File: src/rtl/lag_tile_link_scheduler.sv
// Tile injection scheduler: binds traffic sources to LAG links for whole
// packets, round-robin over the sources, with per-link credit flow control.
//
//   state | meaning
//   ------+-----------------------------------------------------------
//   IDLE  | link free, can be granted to an unbound requesting source
//   BUSY  | link owned by owner_q until that source's tail flit leaves
module lag_tile_link_scheduler #(
    parameter int NREQ    = 4,
    parameter int NLINKS  = 2,
    parameter int CREDITS = 4,
    parameter int FLIT_W  = 64
) (
    input  logic                            clk,
    input  logic                            rst_n,
    input  logic [NREQ-1:0]                 req_valid,
    input  logic [NREQ-1:0]                 req_tail,
    input  logic [NREQ-1:0][FLIT_W-1:0]     req_data,
    output logic [NREQ-1:0]                 req_ready,
    output logic [NLINKS-1:0]               link_valid,
    output logic [NLINKS-1:0]               link_tail,
    output logic [NLINKS-1:0][FLIT_W-1:0]   link_data,
    input  logic [NLINKS-1:0]               credit_in,
    output logic [NLINKS-1:0]               link_busy,
    output logic                            credit_err
);

    localparam int OW = (NREQ > 1) ? $clog2(NREQ) : 1;
    localparam int CW = $clog2(CREDITS + 1);
    localparam logic [CW-1:0] CRED_MAX = CW'(CREDITS);

    typedef enum logic {ST_IDLE = 1'b0, ST_BUSY = 1'b1} link_state_t;

    link_state_t                        state_q [NLINKS];
    link_state_t                        state_d [NLINKS];
    logic [NLINKS-1:0][OW-1:0]          owner_q, owner_d;
    logic [NLINKS-1:0][CW-1:0]          credit_q, credit_d;
    logic [OW-1:0]                      rr_ptr_q, rr_ptr_d;
    logic [NLINKS-1:0]                  link_valid_q, link_valid_d;
    logic [NLINKS-1:0]                  link_tail_q, link_tail_d;
    logic [NLINKS-1:0][FLIT_W-1:0]      link_data_q, link_data_d;
    logic                               credit_err_q, credit_err_d;

    logic [NREQ-1:0]                    bound;
    logic [NREQ-1:0]                    cand;
    logic [NLINKS-1:0]                  xfer;
    logic [NLINKS-1:0]                  grant_onehot;
    logic [OW-1:0]                      win_src;
    logic                               found_src;
    logic                               found_link;

    // Per-link ownership map and transfer qualification; nothing moves in reset.
    always_comb begin
        bound = '0;
        xfer  = '0;
        for (int l = 0; l < NLINKS; l++) begin
            if (state_q[l] == ST_BUSY) begin
                bound[owner_q[l]] = 1'b1;
                xfer[l] = rst_n && (credit_q[l] != '0) && req_valid[owner_q[l]];
            end
        end
    end

    // Round-robin pick among unbound requesters; winner takes the lowest idle link.
    always_comb begin
        cand         = req_valid & ~bound;
        found_src    = 1'b0;
        win_src      = '0;
        found_link   = 1'b0;
        grant_onehot = '0;
        for (int k = 0; k < NREQ; k++) begin
            if (!found_src && cand[OW'((int'(rr_ptr_q) + k) % NREQ)]) begin
                found_src = 1'b1;
                win_src   = OW'((int'(rr_ptr_q) + k) % NREQ);
            end
        end
        for (int l = 0; l < NLINKS; l++) begin
            if (!found_link && state_q[l] == ST_IDLE) begin
                found_link      = 1'b1;
                grant_onehot[l] = found_src && rst_n;
            end
        end
        rr_ptr_d = (|grant_onehot) ? OW'((int'(win_src) + 1) % NREQ) : rr_ptr_q;
    end

    // Link FSM state register.
    always_ff @(posedge clk) begin
        if (!rst_n) begin
            for (int l = 0; l < NLINKS; l++) state_q[l] <= ST_IDLE;
            owner_q <= '0;
        end else begin
            for (int l = 0; l < NLINKS; l++) state_q[l] <= state_d[l];
            owner_q <= owner_d;
        end
    end

    // Link FSM next state: bind on grant, release after the tail flit transfers.
    always_comb begin
        for (int l = 0; l < NLINKS; l++) begin
            state_d[l] = state_q[l];
            owner_d[l] = owner_q[l];
            case (state_q[l])
                ST_IDLE: begin
                    if (grant_onehot[l]) begin
                        state_d[l] = ST_BUSY;
                        owner_d[l] = win_src;
                    end
                end
                ST_BUSY: begin
                    if (xfer[l] && req_tail[owner_q[l]]) state_d[l] = ST_IDLE;
                end
                default: state_d[l] = ST_IDLE;
            endcase
        end
    end

    // Link FSM outputs: busy flag and combinational ready back to the owner.
    always_comb begin
        link_busy = '0;
        req_ready = '0;
        for (int l = 0; l < NLINKS; l++) begin
            link_busy[l] = (state_q[l] == ST_BUSY);
            if (xfer[l]) req_ready[owner_q[l]] = 1'b1;
        end
    end

    // Output flit staging and credit accounting; overflow saturates and sticks.
    always_comb begin
        credit_err_d = credit_err_q;
        for (int l = 0; l < NLINKS; l++) begin
            link_valid_d[l] = xfer[l];
            link_tail_d[l]  = xfer[l] && req_tail[owner_q[l]];
            link_data_d[l]  = xfer[l] ? req_data[owner_q[l]] : link_data_q[l];
            credit_d[l]     = credit_q[l];
            if (xfer[l] && !credit_in[l]) begin
                credit_d[l] = credit_q[l] - CW'(1);
            end else if (!xfer[l] && credit_in[l]) begin
                if (credit_q[l] == CRED_MAX) credit_err_d = 1'b1;
                else                         credit_d[l] = credit_q[l] + CW'(1);
            end
        end
    end

    // Datapath, credit and arbitration pointer registers.
    always_ff @(posedge clk) begin
        if (!rst_n) begin
            for (int l = 0; l < NLINKS; l++) credit_q[l] <= CRED_MAX;
            rr_ptr_q     <= '0;
            link_valid_q <= '0;
            link_tail_q  <= '0;
            link_data_q  <= '0;
            credit_err_q <= 1'b0;
        end else begin
            credit_q     <= credit_d;
            rr_ptr_q     <= rr_ptr_d;
            link_valid_q <= link_valid_d;
            link_tail_q  <= link_tail_d;
            link_data_q  <= link_data_d;
            credit_err_q <= credit_err_d;
        end
    end

    assign link_valid = link_valid_q;
    assign link_tail  = link_tail_q;
    assign link_data  = link_data_q;
    assign credit_err = credit_err_q;

endmodule

File: config.mk
export PLATFORM = sky130hd
export DESIGN_NAME = lag_tile_link_scheduler
export DESIGN_NICKNAME = d
export VERILOG_FILES = /design/src/rtl/lag_tile_link_scheduler.sv
export SDC_FILE = /design/constraint.sdc
export NUM_CORES = 1
export LEC_CHECK = 0
export BUFFER_PORTS_ARGS = -buffer_cell sky130_fd_sc_hd__clkbuf_2
export CAP_MARGIN = 20
export CORE_AREA = 8 8 153 155
export DETAILED_ROUTE_END_ITERATION = 7
export DIE_AREA = 0 0 161 163
export PLACE_DENSITY = 0.73
export SETUP_SLACK_MARGIN = 0.1
export SYNTH_ARGS = -nofsm -noshare
export SYNTH_HDL_FRONTEND = slang
export SYNTH_SLANG_ARGS = --single-unit
File: constraint.sdc
create_clock -name clk -period 5.6 [get_ports clk]
set_input_delay 0.28 -clock clk [delete_from_list [all_inputs] [get_ports clk]]
set_output_delay 0.28 -clock clk [all_outputs]
set_load 0.01 [all_outputs]
==> results of run 1 <==
[final timing paths]
kind                                    from                         end  depth (start not counted)
setup reg to reg     owner_q[2]$_SDFFE_PN0P_    credit_q[5]$_SDFFE_PN1P_                          8
hold / removal                         rst_n    credit_q[2]$_SDFFE_PN1P_                          2
hold reg to reg   link_data[91]$_SDFFE_PN0N_  link_data[91]$_SDFFE_PN0N_                          2
setup / recovery     owner_q[2]$_SDFFE_PN0P_                req_ready[0]                          6
[logic make-up (layout without fill, tap and decap cells)]
logic type               count (synthesis)  count (layout)  share of synthesized area
other                                    0               2                          0
buffers and inverters                   95             462                     0.0454
AND/OR/NAND/NOR                        319             319                      0.147
XOR/XNOR                                 7               7                    0.00954
flip-flops                             147             147                      0.335
AO/OA/AOI/OAI                          167             167                      0.109
adder cells (fa/ha/maj)                  6               6                     0.0103
multiplexers                           137             137                      0.344
[cell usage after synthesis (2+ instances only)]
master,n,share of area
sky130_fd_sc_hd__inv_2,2,0.00085
sky130_fd_sc_hd__or3_1,2,0.0014
sky130_fd_sc_hd__o22ai_1,2,0.0014
sky130_fd_sc_hd__ha_1,4,0.0057
sky130_fd_sc_hd__o2111a_1,2,0.0026
sky130_fd_sc_hd__a211oi_1,2,0.0017
sky130_fd_sc_hd__xnor2_2,2,0.0037
sky130_fd_sc_hd__a2111oi_0,2,0.0020
sky130_fd_sc_hd__o311ai_0,2,0.0020
sky130_fd_sc_hd__or2_1,2,0.0014
sky130_fd_sc_hd__xor2_1,3,0.0030
sky130_fd_sc_hd__nor2_1,15,0.0064
sky130_fd_sc_hd__o221a_2,2,0.0026
sky130_fd_sc_hd__a21oi_1,136,0.077
sky130_fd_sc_hd__nand3_1,5,0.0028
sky130_fd_sc_hd__nand2b_1,7,0.0050
sky130_fd_sc_hd__o21ai_0,3,0.0017
sky130_fd_sc_hd__inv_1,13,0.0056
sky130_fd_sc_hd__mux4_2,132,0.34
sky130_fd_sc_hd__fa_1,2,0.0046
sky130_fd_sc_hd__o221ai_1,4,0.0040
sky130_fd_sc_hd__o31ai_1,3,0.0026
sky130_fd_sc_hd__dfxtp_1,147,0.33
sky130_fd_sc_hd__mux2i_1,4,0.0046
sky130_fd_sc_hd__buf_1,18,0.0077
sky130_fd_sc_hd__nor4_1,2,0.0014
sky130_fd_sc_hd__buf_2,9,0.0051
sky130_fd_sc_hd__nand2_1,268,0.11
sky130_fd_sc_hd__buf_4,2,0.0017
sky130_fd_sc_hd__nor3b_1,2,0.0017
sky130_fd_sc_hd__clkbuf_1,49,0.021
sky130_fd_sc_hd__and2_1,3,0.0021
sky130_fd_sc_hd__nor3_1,7,0.0040
[stage by stage]
stage	utilization	power (W)	cells	hold slack, ns
2_1_floorplan	-	0.00306	878	0.457
3_3_place_gp	0.525	0.00363	1488	0.441
3_5_place_dp	0.525	0.00366	1488	0.446
4_1_cts	0.555	0.00491	1518	0.207
5_1_grt	0.558	0.00519	1522	0.224
6_report	0.558	0.00491	1522	0.232
[registers in the layout, summed over array words and instances (netlist names), named ones only]
signal      cells
link_tail       2
credit_err      1
state_q         2
owner_q         4
credit_q        6
link_data     128
rr_ptr_q        1
link_valid      2
[worst max-delay path, stage by stage, from the launching register on]
cell and delay (ns):
sky130_fd_sc_hd__dfxtp_4 0.85, sky130_fd_sc_hd__mux4_2 0.36, sky130_fd_sc_hd__o2111a_2 0.67, sky130_fd_sc_hd__inv_2 0.38
sky130_fd_sc_hd__or3_1 0.40, sky130_fd_sc_hd__o31ai_1 0.07, sky130_fd_sc_hd__clkbuf_2 0.18
[power by group]
group          total, W  internal [W]  switching, W  leakage, nW
Sequential      0.00141       0.00119      0.000221         1.20
Combinational   0.00224       0.00116       0.00108         3.20
Clock           0.00125      0.000790      0.000459        0.307
[cell type report]
type,count,area share
Inverter,15,0.00507
Clock inverter,12,0.0175
Tap cell,275,0.0296
Timing Repair Buffer,417,0.185
Antenna cell,2,0.000431
Clock buffer,18,0.0370
Sequential cell,147,0.255
Multi-Input combinational cell,636,0.471
[routing by layer]
layer,part of all wire,vias up
li1,-,3925
met1,0.37,4225
met2,0.51,493
met3,0.092,73
met4,0.030,2
met5,0.00039,-
==> impl_metrics.tcl, run 1 <==
set metrics [dict create \
    gp_routability_congestion 0.895 \
    synth_area_sq_um 8790 \
    cts_made_buffers 17 \
    preCtsSetupSlack_ns 2.20 \
    synth_cell_types 53 \
    post_synth_inst_count 878 \
    layout-drive-gt1-share 0.480 \
    groute.usage.overall 0.245 \
    power_leakage_nw 4.70 \
    rows 53 \
    syn-num-nets 1152 \
    max_slew.worst_pin.slew_ns 1.09 \
    crit_arrival_ns 3.36 \
    cts_max_level 4 \
    route.antenna.remaining_nets 0 \
    cap_viol_max_count 0 \
    cellPowerDensity_nw_per_um2 423 \
    regArea_sq_um 2960 \
    hpwlAfterDp_um 25100 \
    outcome "finished clean" \
    area_of_the_multi_input_gates_sq_um 5460 \
    timing.slew.headroom 0.271 \
    vias 8718 \
    grt_setup_unrepaired "false" \
    type_of_the_most_critical_hold_path "in2reg" \
    met2_grt_util 0.418 \
    worstPathMaxFanout 41 \
    floorplan.io_pins 407 \
    cts_repair_resize_count 0 \
    core_region_area_sq_um 20800 \
    final_common_cell "sky130_fd_sc_hd__clkbuf_2" \
    synth-async-reset-ratio 0 \
    cp-end-kind "primary output" \
    cts.clk_slew.worst_paths_ns 0.07 \
    syn2layout_area_growth_pct 32.1 \
    yosysWarningCount 0 \
    grt-busiest-layer "met2" \
    timing.setup.critical_path_class "reg2out" \
    die_w_um 161 \
    cts.path.max_buffers 2 \
    timing_hold_violations_final 0 \
    top_library_cells_by_usage_in_the_layout_fill_and_taps_aside "sky130_fd_sc_hd__clkbuf_2 (406), sky130_fd_sc_hd__nand2_1 (268), sky130_fd_sc_hd__dfxtp_1 (143)" \
    drc 0 \
    wl_per_cell_um 21.9 \
    routed_wl_um 33300 \
    number_of_antenna_violations_at_the_first_check_in_global_routing 3 \
    post-cts-setup-buffer-count 0 \
    timing.final.crit_period_ns 3.64 \
    first_global_vias 8891 \
    ff2ff_setup_slack_ns 2.29 \
    final-max-slew-violation-count 0 \
    cts.sink_count 147 \
    io_buffers 406 \
    placed_area_sq_um 10900 \
    totalNegativeSetupSlack_ns 0 \
    dieArea_sq_um 26200 \
    critPathLaunchType "flop" \
    ir_worst_vdd_uv 234 \
    gr_met1_demand_resource 0.287 \
    clk_latency_ns 0.41 \
    synth_seq_area_share 0.335 \
    met3_usage 0.0731 \
    design_area_sq_um 11600 \
    synth_edf_count 0 \
    grt_start_max_net_pins 75 \
    maxClockFrequency_mhz 275 \
    synthesis.area_per_instance_sq_um 10.0 \
    final.fill_count 1865 \
    grt_overflow_total 0 \
    postSynth.topFlopCell "sky130_fd_sc_hd__dfxtp_1" \
    ffs_latches_synth 147 \
    period_share 0.649 \
    cts_hold_repair_buffers 0 \
    fin_worst_skew_ns 0.0142 \
    cts_root_buf "sky130_fd_sc_hd__clkbuf_16" \
    setup_viol 0 \
    avgViaCountPerCell 5.73 \
    grt_pass1_wl_um 50500 \
    tritoncts "yes" \
    worst_slack_ns 1.96 \
    nets 1508 \
    start_util 0.422 \
    drt_first_iter_violations 818 \
    dr.pass1.iters 5 \
    worst_endpoint_required_time_ns 5.32 \
    height_of_the_die_um 163 \
]
Power figures use the tool's default switching activity.
==> run 2, diff against run 1 <==
--- a/config.mk
+++ b/config.mk
@@ -5,12 +5,13 @@
 export SDC_FILE = /design/constraint.sdc
 export NUM_CORES = 1
 export LEC_CHECK = 0
+export ABC_AREA = 1
 export BUFFER_PORTS_ARGS = -buffer_cell sky130_fd_sc_hd__clkbuf_2
 export CAP_MARGIN = 20
-export CORE_AREA = 8 8 153 155
+export CORE_AREA = 8 8 154 156
 export DETAILED_ROUTE_END_ITERATION = 7
-export DIE_AREA = 0 0 161 163
-export PLACE_DENSITY = 0.73
+export DIE_AREA = 0 0 162 164
+export PLACE_DENSITY = 0.69
 export SETUP_SLACK_MARGIN = 0.1
 export SYNTH_ARGS = -nofsm -noshare
 export SYNTH_HDL_FRONTEND = slang
==> constraint.sdc (replaced) <==
create_clock -name clk -period 3.7 [get_ports clk]
set_input_delay 0.185 -clock clk [delete_from_list [all_inputs] [get_ports clk]]
set_output_delay 0.185 -clock clk [all_outputs]
set_load 0.01 [all_outputs]
==> run 2 against run 1 <==
  * Setup slack got worse by 1.0 ns
  * Cell count increased by 13%
  * Sequential power is 57% higher
  * Global-route usage down 0.14 points
  * Die area rose by 1.2%
  * Wire length grew 3.6%
  * Utilization down 5.4 points
  * Critical endpoint is now credit_q[2]$_SDFFE_PN1P_
  * Largest power group unchanged
  * Highest routed layer is now met4
==> impl_metrics.tcl, run 2 <==
set metrics [dict create \
    outcome "finished clean" \
    nets 1694 \
    cellPowerDensity_nw_per_um2 703 \
    rows 54 \
    synthDominantCellAreaShare 0.366 \
    cap_viol_max_count 0 \
    worst_endpoint_required_time_ns 4.04 \
    clk_latency_ns 0.42 \
    totalNegativeSetupSlack_ns 0 \
    wl_per_cell_um 20.1 \
    min_to "link_data[96]$_SDFFE_PN0N_" \
    gp_routability_congestion 0.890 \
    ffs_latches_synth 147 \
    grt_overflow_total 0 \
    yosys-top-cells-count "sky130_fd_sc_hd__inv_1 (156), sky130_fd_sc_hd__dfxtp_1 (147), sky130_fd_sc_hd__a21oi_1 (139)" \
    synth-async-reset-ratio 0 \
    height_of_the_die_um 164 \
    cts_max_level 4 \
    max_slew.worst_pin.slew_ns 0.945 \
    grt-busiest-layer "met2" \
    synth_area_sq_um 8030 \
    type_of_the_most_critical_hold_path "in2reg" \
    cts.sink_count 147 \
    number_of_antenna_violations_at_the_first_check_in_global_routing 0 \
    synth_edf_count 0 \
    power_leakage_nw 5.30 \
    worstReg2RegStart "owner_q[0]$_SDFFE_PN0P_" \
    cts_made_buffers 17 \
    critPathLaunchType "flop" \
    fin_worst_skew_ns 0.0110 \
    met3_usage 0.0764 \
    timing_hold_violations_final 0 \
    final.hold.worst_slack_ns 0.0721 \
    core_region_area_sq_um 21400 \
    diodes 0 \
    crit_arrival_ns 3.08 \
    holdPathStages 3 \
    cts.path.max_buffers 2 \
    cts_repair_resize_count 0 \
    synth.top_cells.by_area "sky130_fd_sc_hd__dfxtp_1 (37%), sky130_fd_sc_hd__a221oi_1 (14%), sky130_fd_sc_hd__o22ai_1 (11%)" \
    yosysWarningCount 0 \
    setup_viol 0 \
    drc 0 \
    groute.usage.overall 0.244 \
    start_util 0.376 \
    largest_reg_flops 128 \
    grt_pass1_wl_um 52200 \
    final_common_cell "sky130_fd_sc_hd__clkbuf_2" \
    top_library_cells_by_usage_in_the_layout_fill_and_taps_aside "sky130_fd_sc_hd__clkbuf_2 (405), sky130_fd_sc_hd__inv_1 (155), sky130_fd_sc_hd__dfxtp_1 (147)" \
    period_share 0.741 \
    holdCritStartpoint "req_data[160]" \
    dieArea_sq_um 26600 \
    post-synth-top-count-cell "sky130_fd_sc_hd__inv_1" \
    tritoncts "yes" \
    timing.slew.headroom 0.370 \
    synth_seq_area_share 0.366 \
    grt_start_max_net_pins 129 \
    floorplan.io_pins 407 \
    rr_worst_depth 13 \
    cts_root_buf "sky130_fd_sc_hd__clkbuf_16" \
    r2r_end "credit_q[2]$_SDFFE_PN1P_" \
    cts_hold_repair_buffers 0 \
    syn-num-nets 1351 \
    cts.clk_slew.worst_paths_ns 0.07 \
    synth_top_area_cell "sky130_fd_sc_hd__dfxtp_1" \
    ff2ff_setup_slack_ns 0.96 \
    worstPathMaxFanout 44 \
    synthesis.area_per_instance_sq_um 7.46 \
    hpwlAfterDp_um 24600 \
    post-cts-setup-buffer-count 0 \
    drt_first_iter_violations 997 \
    timing.setup.critical_path_class "reg2reg" \
    routed_wl_um 34500 \
    syn2layout_area_growth_pct 33.8 \
    cp-end-kind "flop" \
    timing.final.crit_period_ns 2.74 \
    first_global_vias 9707 \
    vias 10100 \
    io_buffers 406 \
    met2_grt_util 0.390 \
    layout-drive-gt1-share 0.332 \
    synth_cell_types 29 \
    route.antenna.remaining_nets 0 \
    dr.pass1.iters 6 \
    ir_worst_vdd_uv 485 \
    gr_met1_demand_resource 0.288 \
    post_synth_inst_count 1077 \
    avgViaCountPerCell 5.87 \
    maxClockFrequency_mhz 365 \
    postSynth.topFlopCell "sky130_fd_sc_hd__dfxtp_1" \
    final-max-slew-violation-count 0 \
    grt_setup_unrepaired "false" \
    die_w_um 162 \
]
[run 2: layout make-up]
class / instances / area (sq um)
Fill cell: 2147 / 10600
Inverter: 166 / 627
Tap cell: 280 / 350
Timing Repair Buffer: 422 / 2190
Clock inverter: 13 / 149
Multi-Input combinational cell: 666 / 4050
Sequential cell: 147 / 2940
Clock buffer: 19 / 443
[run 2: metrics by stage]
step           area (sq um)  std cells  setup slack, ns  total power (W)  utilization
2_1_floorplan          8030       1077             1.25          0.00456            -
3_3_place_gp          10100       1680             1.04          0.00577        0.475
3_5_place_dp          10100       1680             1.00          0.00578        0.475
4_1_cts               10700       1712            0.971          0.00754        0.502
5_1_grt               10800       1713            0.748          0.00805        0.504
6_report              10800       1713            0.958          0.00756        0.504
[run 2: how the worst max path moves through the flow]
stage	slack [ns]	startpoint	endpoint	cells after the start
after floorplan	1.25	owner_q[1]$_SDFFE_PN0P_	credit_q[2]$_SDFFE_PN1P_	14
after global placement	1.04	owner_q[0]$_SDFFE_PN0P_	credit_q[2]$_SDFFE_PN1P_	13
after detailed placement	1.00	owner_q[0]$_SDFFE_PN0P_	credit_q[2]$_SDFFE_PN1P_	13
after CTS	0.97	owner_q[0]$_SDFFE_PN0P_	credit_q[2]$_SDFFE_PN1P_	13
after global routing	0.75	owner_q[0]$_SDFFE_PN0P_	credit_q[2]$_SDFFE_PN1P_	13
final	0.96	owner_q[0]$_SDFFE_PN0P_	credit_q[2]$_SDFFE_PN1P_	13
[run 2: cell families after synthesis]
family	after synthesis	share of synthesized area
flip-flops	147	0.366
buffers and inverters	264	0.132
AND/OR/NAND/NOR	107	0.0604
XOR/XNOR	1	0.00109
AO/OA/AOI/OAI	552	0.429
adder cells (fa/ha/maj)	6	0.0112
[run 2: critical path, stage by stage, from the launching register on]
cell                       delay, ns
sky130_fd_sc_hd__dfxtp_1        0.49
sky130_fd_sc_hd__nor2_1         0.11
sky130_fd_sc_hd__inv_2          0.07
sky130_fd_sc_hd__nor2_1         0.04
sky130_fd_sc_hd__a211oi_2       0.23
sky130_fd_sc_hd__nand2_2        0.17
sky130_fd_sc_hd__inv_4          0.34
sky130_fd_sc_hd__ha_1           0.25
sky130_fd_sc_hd__inv_1          0.08
sky130_fd_sc_hd__fa_1           0.38
sky130_fd_sc_hd__or2_2          0.30
sky130_fd_sc_hd__nand3_1        0.10
sky130_fd_sc_hd__a21oi_1        0.06
sky130_fd_sc_hd__o21ai_0        0.07
[run 2: report_power, final]
group / internal, W / switching [W] / leakage [nW]
logic: 0.00130 / 0.00232 / 3.83
registers: 0.00195 / 0.000253 / 1.20
clock network: 0.00102 / 0.000716 / 0.275
total: 0.00427 / 0.00329 / 5.30
[run 2: layer usage]
layer  vias to the layer above  share of wire  wire length (um)
li1                       4712              -                 -
met3                       108           0.11              3770
met2                       653           0.46             15800
met4                         0          0.049              1700
met1                      4579           0.38             13200
met5                         -              0                 0
==> run 3, diff against run 2 <==
--- a/config.mk
+++ b/config.mk
@@ -5,13 +5,13 @@
 export SDC_FILE = /design/constraint.sdc
 export NUM_CORES = 1
 export LEC_CHECK = 0
-export ABC_AREA = 1
+export ABC_AREA = 0
 export BUFFER_PORTS_ARGS = -buffer_cell sky130_fd_sc_hd__clkbuf_2
 export CAP_MARGIN = 20
-export CORE_AREA = 8 8 154 156
+export CORE_AREA = 8 8 153 155
 export DETAILED_ROUTE_END_ITERATION = 7
-export DIE_AREA = 0 0 162 164
-export PLACE_DENSITY = 0.69
+export DIE_AREA = 0 0 161 163
+export PLACE_DENSITY = 0.73
 export SETUP_SLACK_MARGIN = 0.1
 export SYNTH_ARGS = -nofsm -noshare
 export SYNTH_HDL_FRONTEND = slang
==> constraint.sdc (replaced) <==
create_clock -name clk -period 2.6 [get_ports clk]
set_input_delay 0.13 -clock clk [delete_from_list [all_inputs] [get_ports clk]]
set_output_delay 0.13 -clock clk [all_outputs]
set_load 0.01 [all_outputs]
==> run 3 against run 2 <==
  * Largest cell class unchanged
  * Register-to-register slack lost 0.72 ns
  * First-iteration DRC count shrank 27%
  * Die area shrank 1.2%
  * Combinational power grew 40%
  * Setup slack lost 0.75 ns
  * Wire length shrank 2.5%
  * Flip-flop and latch count is the same
  * Clock skew grew 0.0019 ns
  * Cell count shrank 10%
==> impl_metrics.tcl, run 3 (synthesized netlist as in run 1, its figures left out) <==
set metrics [dict create \
    outcome "finished clean" \
    final-max-slew-violation-count 0 \
    vias 8755 \
    totalNegativeSetupSlack_ns 0 \
    routed_wl_um 33700 \
    crit_arrival_ns 2.27 \
    worst_slack_ns 0.203 \
    drt_first_iter_violations 728 \
    io_buffers 406 \
    nets 1521 \
    timing_hold_violations_final 0 \
    grt_pass1_wl_um 51400 \
    hpwlAfterDp_um 25200 \
    period_share 0.922 \
    drc 0 \
    cts.clk_slew.worst_paths_ns 0.06 \
    timing.slew.headroom 0.397 \
    max_slew.worst_pin.slew_ns 0.904 \
    maxClockFrequency_mhz 417 \
    start_util 0.422 \
    grt_start_max_net_pins 81 \
    grt_setup_unrepaired "false" \
    cts_made_buffers 17 \
    syn2layout_area_growth_pct 33.3 \
    avgViaCountPerCell 5.69 \
    rows 53 \
    die_w_um 161 \
    top_library_cells_by_usage_in_the_layout_fill_and_taps_aside "sky130_fd_sc_hd__clkbuf_2 (406), sky130_fd_sc_hd__nand2_1 (268), sky130_fd_sc_hd__dfxtp_1 (142)" \
    cap_viol_max_count 0 \
    cp-end-kind "primary output" \
    ir_worst_vdd_uv 405 \
    critPathLaunchType "flop" \
    fin_worst_skew_ns 0.0129 \
    setup_viol 0 \
    cts_hold_repair_buffers 0 \
    height_of_the_die_um 163 \
    final_common_cell "sky130_fd_sc_hd__clkbuf_2" \
    cts.sink_count 147 \
    cts.path.max_buffers 2 \
    timing.final.crit_period_ns 2.40 \
    power_frac_seq 0.274 \
    dr.pass1.iters 5 \
    final.fill_count 1844 \
    groute.usage.overall 0.250 \
    route.antenna.remaining_nets 0 \
    floorplan.io_pins 407 \
    cellPowerDensity_nw_per_um2 881 \
    power_leakage_nw 4.75 \
    cellInternalPower_w 0.00650 \
    dieArea_sq_um 26200 \
    p_sw_w 0.00382 \
    tritoncts "yes" \
    largest_reg_flops 128 \
    layout-drive-gt1-share 0.487 \
    worst_endpoint_required_time_ns 2.47 \
    number_of_antenna_violations_at_the_first_check_in_global_routing 4 \
    cts_max_level 4 \
    type_of_the_most_critical_hold_path "in2reg" \
    preCtsSetupSlack_ns 0.180 \
    clk_latency_ns 0.42 \
    timing.setup.critical_path_class "reg2out" \
    combinationalPowerShare 0.492 \
    switching_share 0.370 \
    gp_routability_congestion 0.855 \
    cts_root_buf "sky130_fd_sc_hd__clkbuf_16" \
    core_region_area_sq_um 20800 \
    first_global_vias 8965 \
    wl_per_cell_um 21.9 \
    worstPathMaxFanout 17 \
    grt_overflow_total 0 \
    clock_power_share 0.234 \
]
==> run 3: cell count changes in the layout (fill, tap and decap cells not counted), moves of 49 or more <==
cell,previous run,this run
sky130_fd_sc_hd__o21ai_0,52,3
sky130_fd_sc_hd__mux4_2,0,132
sky130_fd_sc_hd__o21ai_1,87,0
sky130_fd_sc_hd__inv_1,155,11
sky130_fd_sc_hd__o22ai_1,138,2
sky130_fd_sc_hd__nand2_1,37,268
sky130_fd_sc_hd__a221oi_1,128,1
==> run 3: metal layers <==
metal / wire (um) / track usage / vias up
li1: - / - / 3958
met1: 12400 / 0.289 / 4235
met2: 17200 / 0.431 / 503
met3: 3120 / 0.0791 / 59
met4: 869 / 0.0863 / 0
met5: 0 / 0 / -
==> run 3: final timing paths <==
kind / to / slack [ns] / cells past startpoint / start
hold / removal: credit_q[2]$_SDFFE_PN1P_ / 0.09 / 2 / rst_n
setup / recovery: req_ready[2] / 0.20 / 7 / owner_q[3]$_SDFFE_PN0P_
setup reg to reg: credit_q[2]$_SDFFE_PN1P_ / 0.24 / 9 / owner_q[1]$_SDFFE_PN0P_
hold reg to reg: link_data[0]$_SDFFE_PN0P_ / 0.45 / 2 / link_data[0]$_SDFFE_PN0P_
==> run 3: final cells by class <==
cell class	instances	area [sq um]	area share
clock buffers	20	457	0.0390
well taps	275	344	0.0294
clock inverters	12	121	0.0104
multi-input cells	636	5460	0.466
repair buffers	430	2300	0.196
diodes	4	10.0	0.000854
flip-flops and latches	147	2960	0.253
inverters	15	61.3	0.00523
==> run 3: critical path, stage by stage (launching register included) <==
cell and delay [ns]:
sky130_fd_sc_hd__dfxtp_4 0.37, sky130_fd_sc_hd__mux4_2 0.52, sky130_fd_sc_hd__o2111a_2 0.22, sky130_fd_sc_hd__buf_12 0.18
sky130_fd_sc_hd__inv_4 0.13, sky130_fd_sc_hd__nor2_1 0.06, sky130_fd_sc_hd__a22o_1 0.25, sky130_fd_sc_hd__clkbuf_2 0.12
==> run 3: through the flow <==
step	total power, W	cell area [sq um]	std cells	utilization	hold slack [ns]
6_report	0.0103	11700	1539	0.563	0.0890
5_1_grt	0.0110	11700	1539	0.563	0.0875
4_1_cts	0.0104	11700	1531	0.560	0.0724
3_5_place_dp	0.00791	11000	1497	0.529	0.446
3_3_place_gp	0.00787	11000	1497	0.529	0.442
2_1_floorplan	0.00659	8800	878	-	0.404
==> run 3: power groups by stage <==
stage / clock network, W / registers, W / logic, W
floorplan: 0 / 0.00285 / 0.00373
global placement: 0 / 0.00289 / 0.00498
detailed placement: 0 / 0.00290 / 0.00501
CTS: 0.00246 / 0.00285 / 0.00507
global route: 0.00258 / 0.00288 / 0.00550
finish: 0.00241 / 0.00283 / 0.00508
==> run 3: what timing repair did <==
item                       CTS  global route
resized for setup            3             3
buffers inserted             0             4
cloned                       2             0
setup endpoints to repair    4            10
